[src/rtl/blackjack_pkg.sv]
// Shared types, constants and card helpers for the blackjack round controller.
package blackjack_pkg;

  typedef enum logic [2:0] {
    IDLE    = 3'd0,
    DEAL    = 3'd1,
    CHECK   = 3'd2,
    PLAYER  = 3'd3,
    DEALER  = 3'd4,
    RESOLVE = 3'd5,
    DONE    = 3'd6
  } state_t;

  localparam logic [1:0] RES_NONE   = 2'b00;
  localparam logic [1:0] RES_PLAYER = 2'b01;
  localparam logic [1:0] RES_DEALER = 2'b10;
  localparam logic [1:0] RES_PUSH   = 2'b11;

  localparam logic [4:0] BJ_21     = 5'd21;
  localparam logic [4:0] FACE_VAL  = 5'd10;
  localparam logic [4:0] ACE_BONUS = 5'd10;

  function automatic logic card_illegal(input logic [3:0] v);
    return (v == 4'd0) || (v > 4'd13);
  endfunction

  // Hard-total contribution: faces count as ten, ace counts one.
  function automatic logic [4:0] card_points(input logic [3:0] v);
    logic [4:0] pts;
    if (v >= 4'd10) begin
      pts = FACE_VAL;
    end else begin
      pts = {1'b0, v};
    end
    return pts;
  endfunction

  function automatic logic [4:0] effective_total(input logic [4:0] hard, input logic ace);
    logic [4:0] eff;
    if (ace && (hard <= 5'd11)) begin
      eff = hard + ACE_BONUS;
    end else begin
      eff = hard;
    end
    return eff;
  endfunction

endpackage

[src/rtl/blackjack_round_ctrl_hand_accum.sv]
// One hand's running state: hard total, ace flag, card count and the registered effective total.
module hand_accum
  import blackjack_pkg::*;
(
  input  logic       clk,
  input  logic       rst,
  input  logic       clr,
  input  logic       add,
  input  logic [3:0] value,
  output logic [4:0] hard,
  output logic       ace,
  output logic [2:0] count,
  output logic [4:0] total
);

  logic [4:0] hard_r;
  logic [4:0] hard_nxt_s;
  logic       ace_r;
  logic       ace_nxt_s;
  logic [2:0] count_r;
  logic [2:0] count_nxt_s;
  logic [4:0] total_r;

  // Next hand contents; count saturates so long dealer runs of low cards cannot wrap.
  always_comb begin
    hard_nxt_s  = hard_r;
    ace_nxt_s   = ace_r;
    count_nxt_s = count_r;
    if (clr) begin
      hard_nxt_s  = 5'd0;
      ace_nxt_s   = 1'b0;
      count_nxt_s = 3'd0;
    end else if (add) begin
      hard_nxt_s  = hard_r + card_points(value);
      ace_nxt_s   = ace_r | (value == 4'd1);
      if (count_r == 3'd7) begin
        count_nxt_s = count_r;
      end else begin
        count_nxt_s = count_r + 3'd1;
      end
    end else begin
      hard_nxt_s  = hard_r;
      ace_nxt_s   = ace_r;
      count_nxt_s = count_r;
    end
  end

  // Hand registers; the effective total is registered alongside the hard total.
  always_ff @(posedge clk or negedge rst) begin
    if (!rst) begin
      hard_r  <= 5'd0;
      ace_r   <= 1'b0;
      count_r <= 3'd0;
      total_r <= 5'd0;
    end else begin
      hard_r  <= hard_nxt_s;
      ace_r   <= ace_nxt_s;
      count_r <= count_nxt_s;
      total_r <= effective_total(hard_nxt_s, ace_nxt_s);
    end
  end

  assign hard  = hard_r;
  assign ace   = ace_r;
  assign count = count_r;
  assign total = total_r;

endmodule

[src/rtl/blackjack_round_ctrl.sv]
// Blackjack round sequencer: deal, player hit/stand, dealer auto-draw and outcome resolution.
module blackjack_round_ctrl
  import blackjack_pkg::*;
#(
  parameter int DEALER_STAND = 17,
  parameter int MAX_CARDS    = 5
) (
  input  logic       clk,
  input  logic       rst,
  input  logic       start,
  input  logic       hit,
  input  logic       stand,
  input  logic       card_valid,
  input  logic [3:0] card_value,
  output logic       card_req,
  output logic [4:0] player_total,
  output logic [4:0] dealer_total,
  output logic [2:0] player_cards,
  output logic [2:0] state,
  output logic       done,
  output logic [1:0] result,
  output logic       bad_card
);

  localparam logic [4:0] STAND_L = 5'(DEALER_STAND);
  localparam logic [2:0] MAX_L   = 3'(MAX_CARDS);

  state_t     state_r;
  state_t     state_nxt_s;
  logic [1:0] deal_idx_r;
  logic [1:0] deal_idx_nxt_s;
  logic       pending_r;
  logic       pending_nxt_s;
  logic       card_req_r;
  logic       card_req_nxt_s;
  logic [1:0] result_r;
  logic [1:0] result_nxt_s;
  logic       done_r;
  logic       bad_card_r;

  logic       xfer_s;
  logic       legal_s;
  logic       clr_s;
  logic       p_add_s;
  logic       d_add_s;

  logic [4:0] p_hard_s;
  logic       p_ace_s;
  logic [2:0] p_cards_s;
  logic [4:0] p_eff_s;
  logic [4:0] d_hard_s;
  logic       d_ace_s;
  logic [2:0] d_cards_s;
  logic [4:0] d_eff_s;

  logic       p_bust_s;
  logic       d_bust_s;
  logic       p_nat_s;
  logic       d_nat_s;

  assign xfer_s  = card_req_r & card_valid;
  assign legal_s = ~card_illegal(card_value);

  // A two-card 21 is exactly an ace plus a ten-value card: hard 11 with the ace flag.
  assign p_bust_s = (p_hard_s > BJ_21);
  assign d_bust_s = (d_hard_s > BJ_21);
  assign p_nat_s  = (p_cards_s == 3'd2) && p_ace_s && (p_hard_s == 5'd11);
  assign d_nat_s  = (d_cards_s == 3'd2) && d_ace_s && (d_hard_s == 5'd11);

  hand_accum u_player (
    .clk   (clk),
    .rst   (rst),
    .clr   (clr_s),
    .add   (p_add_s),
    .value (card_value),
    .hard  (p_hard_s),
    .ace   (p_ace_s),
    .count (p_cards_s),
    .total (p_eff_s)
  );

  hand_accum u_dealer (
    .clk   (clk),
    .rst   (rst),
    .clr   (clr_s),
    .add   (d_add_s),
    .value (card_value),
    .hard  (d_hard_s),
    .ace   (d_ace_s),
    .count (d_cards_s),
    .total (d_eff_s)
  );

  // Next-state, hand update strobes, hit-pending flag and outcome.
  always_comb begin
    state_nxt_s    = state_r;
    deal_idx_nxt_s = deal_idx_r;
    pending_nxt_s  = pending_r;
    result_nxt_s   = result_r;
    clr_s          = 1'b0;
    p_add_s        = 1'b0;
    d_add_s        = 1'b0;
    case (state_r)
      IDLE, DONE: begin
        if (start) begin
          state_nxt_s    = DEAL;
          clr_s          = 1'b1;
          deal_idx_nxt_s = 2'd0;
          pending_nxt_s  = 1'b0;
          result_nxt_s   = RES_NONE;
        end else begin
          state_nxt_s = state_r;
        end
      end
      DEAL: begin
        if (xfer_s && legal_s) begin
          p_add_s        = ~deal_idx_r[0];
          d_add_s        = deal_idx_r[0];
          deal_idx_nxt_s = deal_idx_r + 2'd1;
          if (deal_idx_r == 2'd3) begin
            state_nxt_s = CHECK;
          end else begin
            state_nxt_s = DEAL;
          end
        end else begin
          state_nxt_s = DEAL;
        end
      end
      CHECK: begin
        pending_nxt_s = 1'b0;
        if (p_eff_s == BJ_21) begin
          state_nxt_s = RESOLVE;
        end else begin
          state_nxt_s = PLAYER;
        end
      end
      PLAYER: begin
        // Totals are re-checked every cycle, so a new card is judged the cycle after it lands.
        if (p_bust_s) begin
          state_nxt_s   = RESOLVE;
          pending_nxt_s = 1'b0;
        end else if ((p_eff_s == BJ_21) || (p_cards_s == MAX_L)) begin
          state_nxt_s   = DEALER;
          pending_nxt_s = 1'b0;
        end else if (stand) begin
          state_nxt_s   = DEALER;
          pending_nxt_s = 1'b0;
        end else if (xfer_s && legal_s) begin
          p_add_s       = 1'b1;
          pending_nxt_s = 1'b0;
        end else if (hit && !pending_r) begin
          pending_nxt_s = 1'b1;
        end else begin
          pending_nxt_s = pending_r;
        end
      end
      DEALER: begin
        if (d_eff_s >= STAND_L) begin
          state_nxt_s = RESOLVE;
        end else begin
          state_nxt_s = DEALER;
          d_add_s     = xfer_s && legal_s;
        end
      end
      RESOLVE: begin
        state_nxt_s = DONE;
        if (p_bust_s) begin
          result_nxt_s = RES_DEALER;
        end else if (p_nat_s) begin
          result_nxt_s = d_nat_s ? RES_PUSH : RES_PLAYER;
        end else if (d_bust_s) begin
          result_nxt_s = RES_PLAYER;
        end else if (p_eff_s > d_eff_s) begin
          result_nxt_s = RES_PLAYER;
        end else if (p_eff_s < d_eff_s) begin
          result_nxt_s = RES_DEALER;
        end else begin
          result_nxt_s = RES_PUSH;
        end
      end
      default: begin
        state_nxt_s = IDLE;
      end
    endcase
  end

  // card_req is registered, so it is derived from where the FSM goes next; after a dealer
  // card it drops for one cycle while the new total is evaluated.
  always_comb begin
    card_req_nxt_s = 1'b0;
    case (state_nxt_s)
      DEAL:    card_req_nxt_s = 1'b1;
      PLAYER:  card_req_nxt_s = pending_nxt_s;
      DEALER:  card_req_nxt_s = ~d_add_s && (d_eff_s < STAND_L);
      default: card_req_nxt_s = 1'b0;
    endcase
  end

  // Control and output registers.
  always_ff @(posedge clk or negedge rst) begin
    if (!rst) begin
      state_r    <= IDLE;
      deal_idx_r <= 2'd0;
      pending_r  <= 1'b0;
      card_req_r <= 1'b0;
      result_r   <= RES_NONE;
      done_r     <= 1'b0;
      bad_card_r <= 1'b0;
    end else begin
      state_r    <= state_nxt_s;
      deal_idx_r <= deal_idx_nxt_s;
      pending_r  <= pending_nxt_s;
      card_req_r <= card_req_nxt_s;
      result_r   <= result_nxt_s;
      done_r     <= (state_nxt_s == DONE);
      bad_card_r <= xfer_s & ~legal_s;
    end
  end

  assign card_req     = card_req_r;
  assign player_total = p_eff_s;
  assign dealer_total = d_eff_s;
  assign player_cards = p_cards_s;
  assign state        = state_r;
  assign done         = done_r;
  assign result       = result_r;
  assign bad_card     = bad_card_r;

endmodule

[config.mk]
export PLATFORM = sky130hd
export DESIGN_NAME = blackjack_round_ctrl
export DESIGN_NICKNAME = d
export VERILOG_FILES = /design/src/rtl/blackjack_pkg.sv /design/src/rtl/blackjack_round_ctrl_hand_accum.sv /design/src/rtl/blackjack_round_ctrl.sv
export SDC_FILE = /design/constraint.sdc
export NUM_CORES = 1
export LEC_CHECK = 0
export BUFFER_PORTS_ARGS = -buffer_cell sky130_fd_sc_hd__buf_2
export CELL_PAD_IN_SITES_DETAIL_PLACEMENT = 1
export CELL_PAD_IN_SITES_GLOBAL_PLACEMENT = 2
export CORE_MARGIN = 8
export CORE_UTILIZATION = 40
export DETAILED_ROUTE_END_ITERATION = 8
export GPL_ROUTABILITY_DRIVEN = 0
export PLACE_DENSITY = 0.87
export SLEW_MARGIN = 30
export SYNTH_ARGS = -nofsm -noshare
export SYNTH_HDL_FRONTEND = slang
export SYNTH_HIERARCHICAL = 1
export SYNTH_SLANG_ARGS = --single-unit
export TNS_END_PERCENT = 50
[constraint.sdc]
create_clock -name clk -period 5.9 [get_ports clk]
set_input_delay 0.59 -clock clk [delete_from_list [all_inputs] [get_ports clk]]
set_output_delay 0.59 -clock clk [all_outputs]
set_load 0.01 [all_outputs]
==> impl_metrics.ini <==
[global_routing]
top_usage_layer = met2
grt_pass1_vias = 2207
grtUsageTotal_pct = 14.9
grt_max_degree = 38
grt_util_met3_pct = 2.84
globalRouteOverflowTotal = 0
grt_pass1_wl_um = 11500
antenna_found_initial = 0
grt_util_met1_pct = 18.9
met2_usage_pct = 24.2

[cts]
cts_tree = built
hold_buffers = 0
numCtsBuffers = 5
clk_pin_slew_ns = 0.07
postCtsSetupBuffers = 0
cts.sinks = 37
root_buffer = clkbuf_8
cts_max_level = 2
clockBufferDepth = 2
post_cts_resized = 0
clkLatencyLatePin_ns = 0.30

[route]
firstDrtPassIters = 4
ant_nets = 0
via_per_inst = 5.72
num_vias = 2179
drt_iter0_drc = 113
route.detailed.drc = 0
wl_um = 7000
post_drt_wl_per_cell_um = 18.4

[yosys]
ys_seq_area_share_pct = 34.4
synthTopCellsByArea = dfrtp_1, ha_1, nor2_1
synth_edf_count = 0
synth_cell_type_count = 58
yosysTopAreaCellShare_pct = 34.4
synth-main-ff-cell = dfrtp_1
ys_async_sr_fraction_pct = 100
synth_top_area_cell = dfrtp_1
synthCells = 274
yosys_warnings = 6
ys_seq_elements = 37
syn_area_sq_um = 2690
avgSynthCellArea_sq_um = 9.81
syn_nets = 310

[floorplan]
die_h_um = 98.0
placementRows = 30
dieWidth_um = 98.0
die_area_sq_um = 9600
ioPinCount = 31
core_sq_um = 6640
start_util_pct = 40.5

[flow_run]
cap_violations = 0

[cells_and_area]
fin_util_pct = 44.6
drive_gt1_share_pct = 19.6
final_nets = 337
area_growth_pct = 10.1
n_fill_cell = 772
antenna_cells = 0

[power_and_ir_drop]
power_leakage_nw = 1.51
power.density_nw_per_um2 = 451
peakVddDrop_mv = 0.173
total_power_mw = 1.34

[worst_setup_path]
cp-start-kind = register
crit_path_end_kind = register
cp_max_fo = 13
crit_type = reg -> reg
cp_common_cell = a21oi_1
crit_chain = nand2b_1 > a21oi_1 > nand4_1 > a21oi_1 > mux2i_1 > or2_4 > inv_1 > ha_1 > a31oi_4 > or3b_1 > mux2_2
critical_path.slowest_cell = a21oi_1
arrival_ns = 3.81
cp.required_ns = 6.08
slowest_delay_ns = 0.77

[timing]
slew_headroom_pct = 39.0
timing.fmax_mhz = 275
layout_min_cycle_time_ns = 3.63
rsz0062_at_grt = no
slew_violations = 0
fin_skew_ns = 0.00457
fin_crit_sh_pct = 61.5
tightest_slew_ns = 0.915
finalSetupTns_ns = 0
finalSetupViolCount = 0
hold_violations = 0

[placed_design]
io_buffers = 30
place_hpwl_um = 5450

[status]
status = finished clean

[min_path]
hold_class = in -> async
==> worst max-delay path, delay by kind of cell, from the launching register on <==
kind	cells	cell delay, ns
multiplexers	2	0.53
buffers and inverters	1	0.09
flip-flops	1	0.69
AO/OA/AOI/OAI	3	1.11
adder cells (fa/ha/maj)	1	0.24
AND/OR/NAND/NOR	4	0.86
==> metal layers <==
metal  wire [um]  vias up
met5           0        -
met4          65        0
met3         253        4
met2        3370       35
met1        3310     1089
li1            -     1051
==> final cells by class <==
type                            instances  area (sq um)  area share (%)
Clock buffer                            6          82.6            2.79
Timing Repair Buffer                   31           160            5.41
Inverter                               18          67.6            2.28
Clock inverter                          1          7.51           0.253
Tap cell                               80           100            3.38
Multi-Input combinational cell        208          1620            54.6
Sequential cell                        37           926            31.3
==> kinds of logic after synthesis <==
| kind of cell | count (synthesis) | share of synthesized area [%] |
|---|---|---|
| and+or+nand+nor | 96 | 20.1 |
| AOI/OAI and AO/OA | 64 | 19.5 |
| DFF | 37 | 34.4 |
| buffers and inverters | 29 | 5.40 |
| adders and majority gates | 26 | 12.7 |
| muxes | 13 | 5.03 |
| xor gates and xnor gates | 9 | 2.93 |
==> final timing paths <==
| path | start | to | slack [ns] | cells after the start |
|---|---|---|---|---|
| worst min register to register | result[0]$_DFFE_PN0P_ | result[0]$_DFFE_PN0P_ | 0.52 | 2 |
| worst max register to register | state[1]$_DFF_PN0_ | u_player/total[3]$_DFF_PN0_ | 2.27 | 11 |
| worst max-delay path | state[1]$_DFF_PN0_ | u_player/total[3]$_DFF_PN0_ | 2.27 | 11 |
| worst min-delay path | rst | done$_DFF_PN0_ | 0.24 | 1 |
| min in group clk | result[0]$_DFFE_PN0P_ | result[0]$_DFFE_PN0P_ | 0.52 | 2 |
| max in group asynchronous | rst | card_req$_DFF_PN0_ | 5.32 | 1 |
==> cells in the mapped netlist (4+ instances only) <==
library cell	n
buf_4	5
ha_1	24
o21ai_1	5
xnor2_1	6
mux2_2	4
a21o_1	10
nand3_1	6
o21ai_0	7
nand4_1	5
and3_1	5
nor2b_1	5
nand2_1	16
dfrtp_1	37
nor2_1	30
mux2i_1	9
inv_1	16
a21oi_1	8
==> through the flow <==
step	hold slack, ns	area [sq um]	std cells	setup WS (ns)
detailed placement	0.497	2870	374	2.24
floorplan	0.294	2690	274	2.97
global route	0.299	2960	381	2.06
global placement	0.487	2870	374	2.34
finish	0.241	2960	381	2.27
CTS	0.434	2960	381	2.29
==> cell usage in the layout, fill, tap and decap left out, drive strengths merged, types with 4 or more instances in the layout <==
master and count:
nor2b 6, a31oi 5, nor2 30, a21oi 8, a21o 10, and3 5
xnor2 6, nand2 16, o21ai 12, nand4 5, inv 18, mux2i 9
dfrtp 37, clkbuf 6, buf 31, ha 24, nand3 6, mux2 4
==> power by group <==
part	internal (mW)	switching (mW)	leakage, nW
registers	0.329	0.114	0.498
clock network	0.0925	0.0962	0.0433
logic	0.305	0.398	0.966
total	0.727	0.609	1.51
==> state kept, by name, summed over array words and instances, names as in the netlist, 2 cells and up <==
| signal | flops |
|---|---|
| u_player/total | 5 |
| u_player/count | 3 |
| u_dealer/count | 3 |
| deal_idx_r | 2 |
| u_player/hard | 4 |
| state | 3 |
| u_dealer/hard | 4 |
| result | 2 |
| u_dealer/total | 5 |
(Power assumes the default switching activity.)
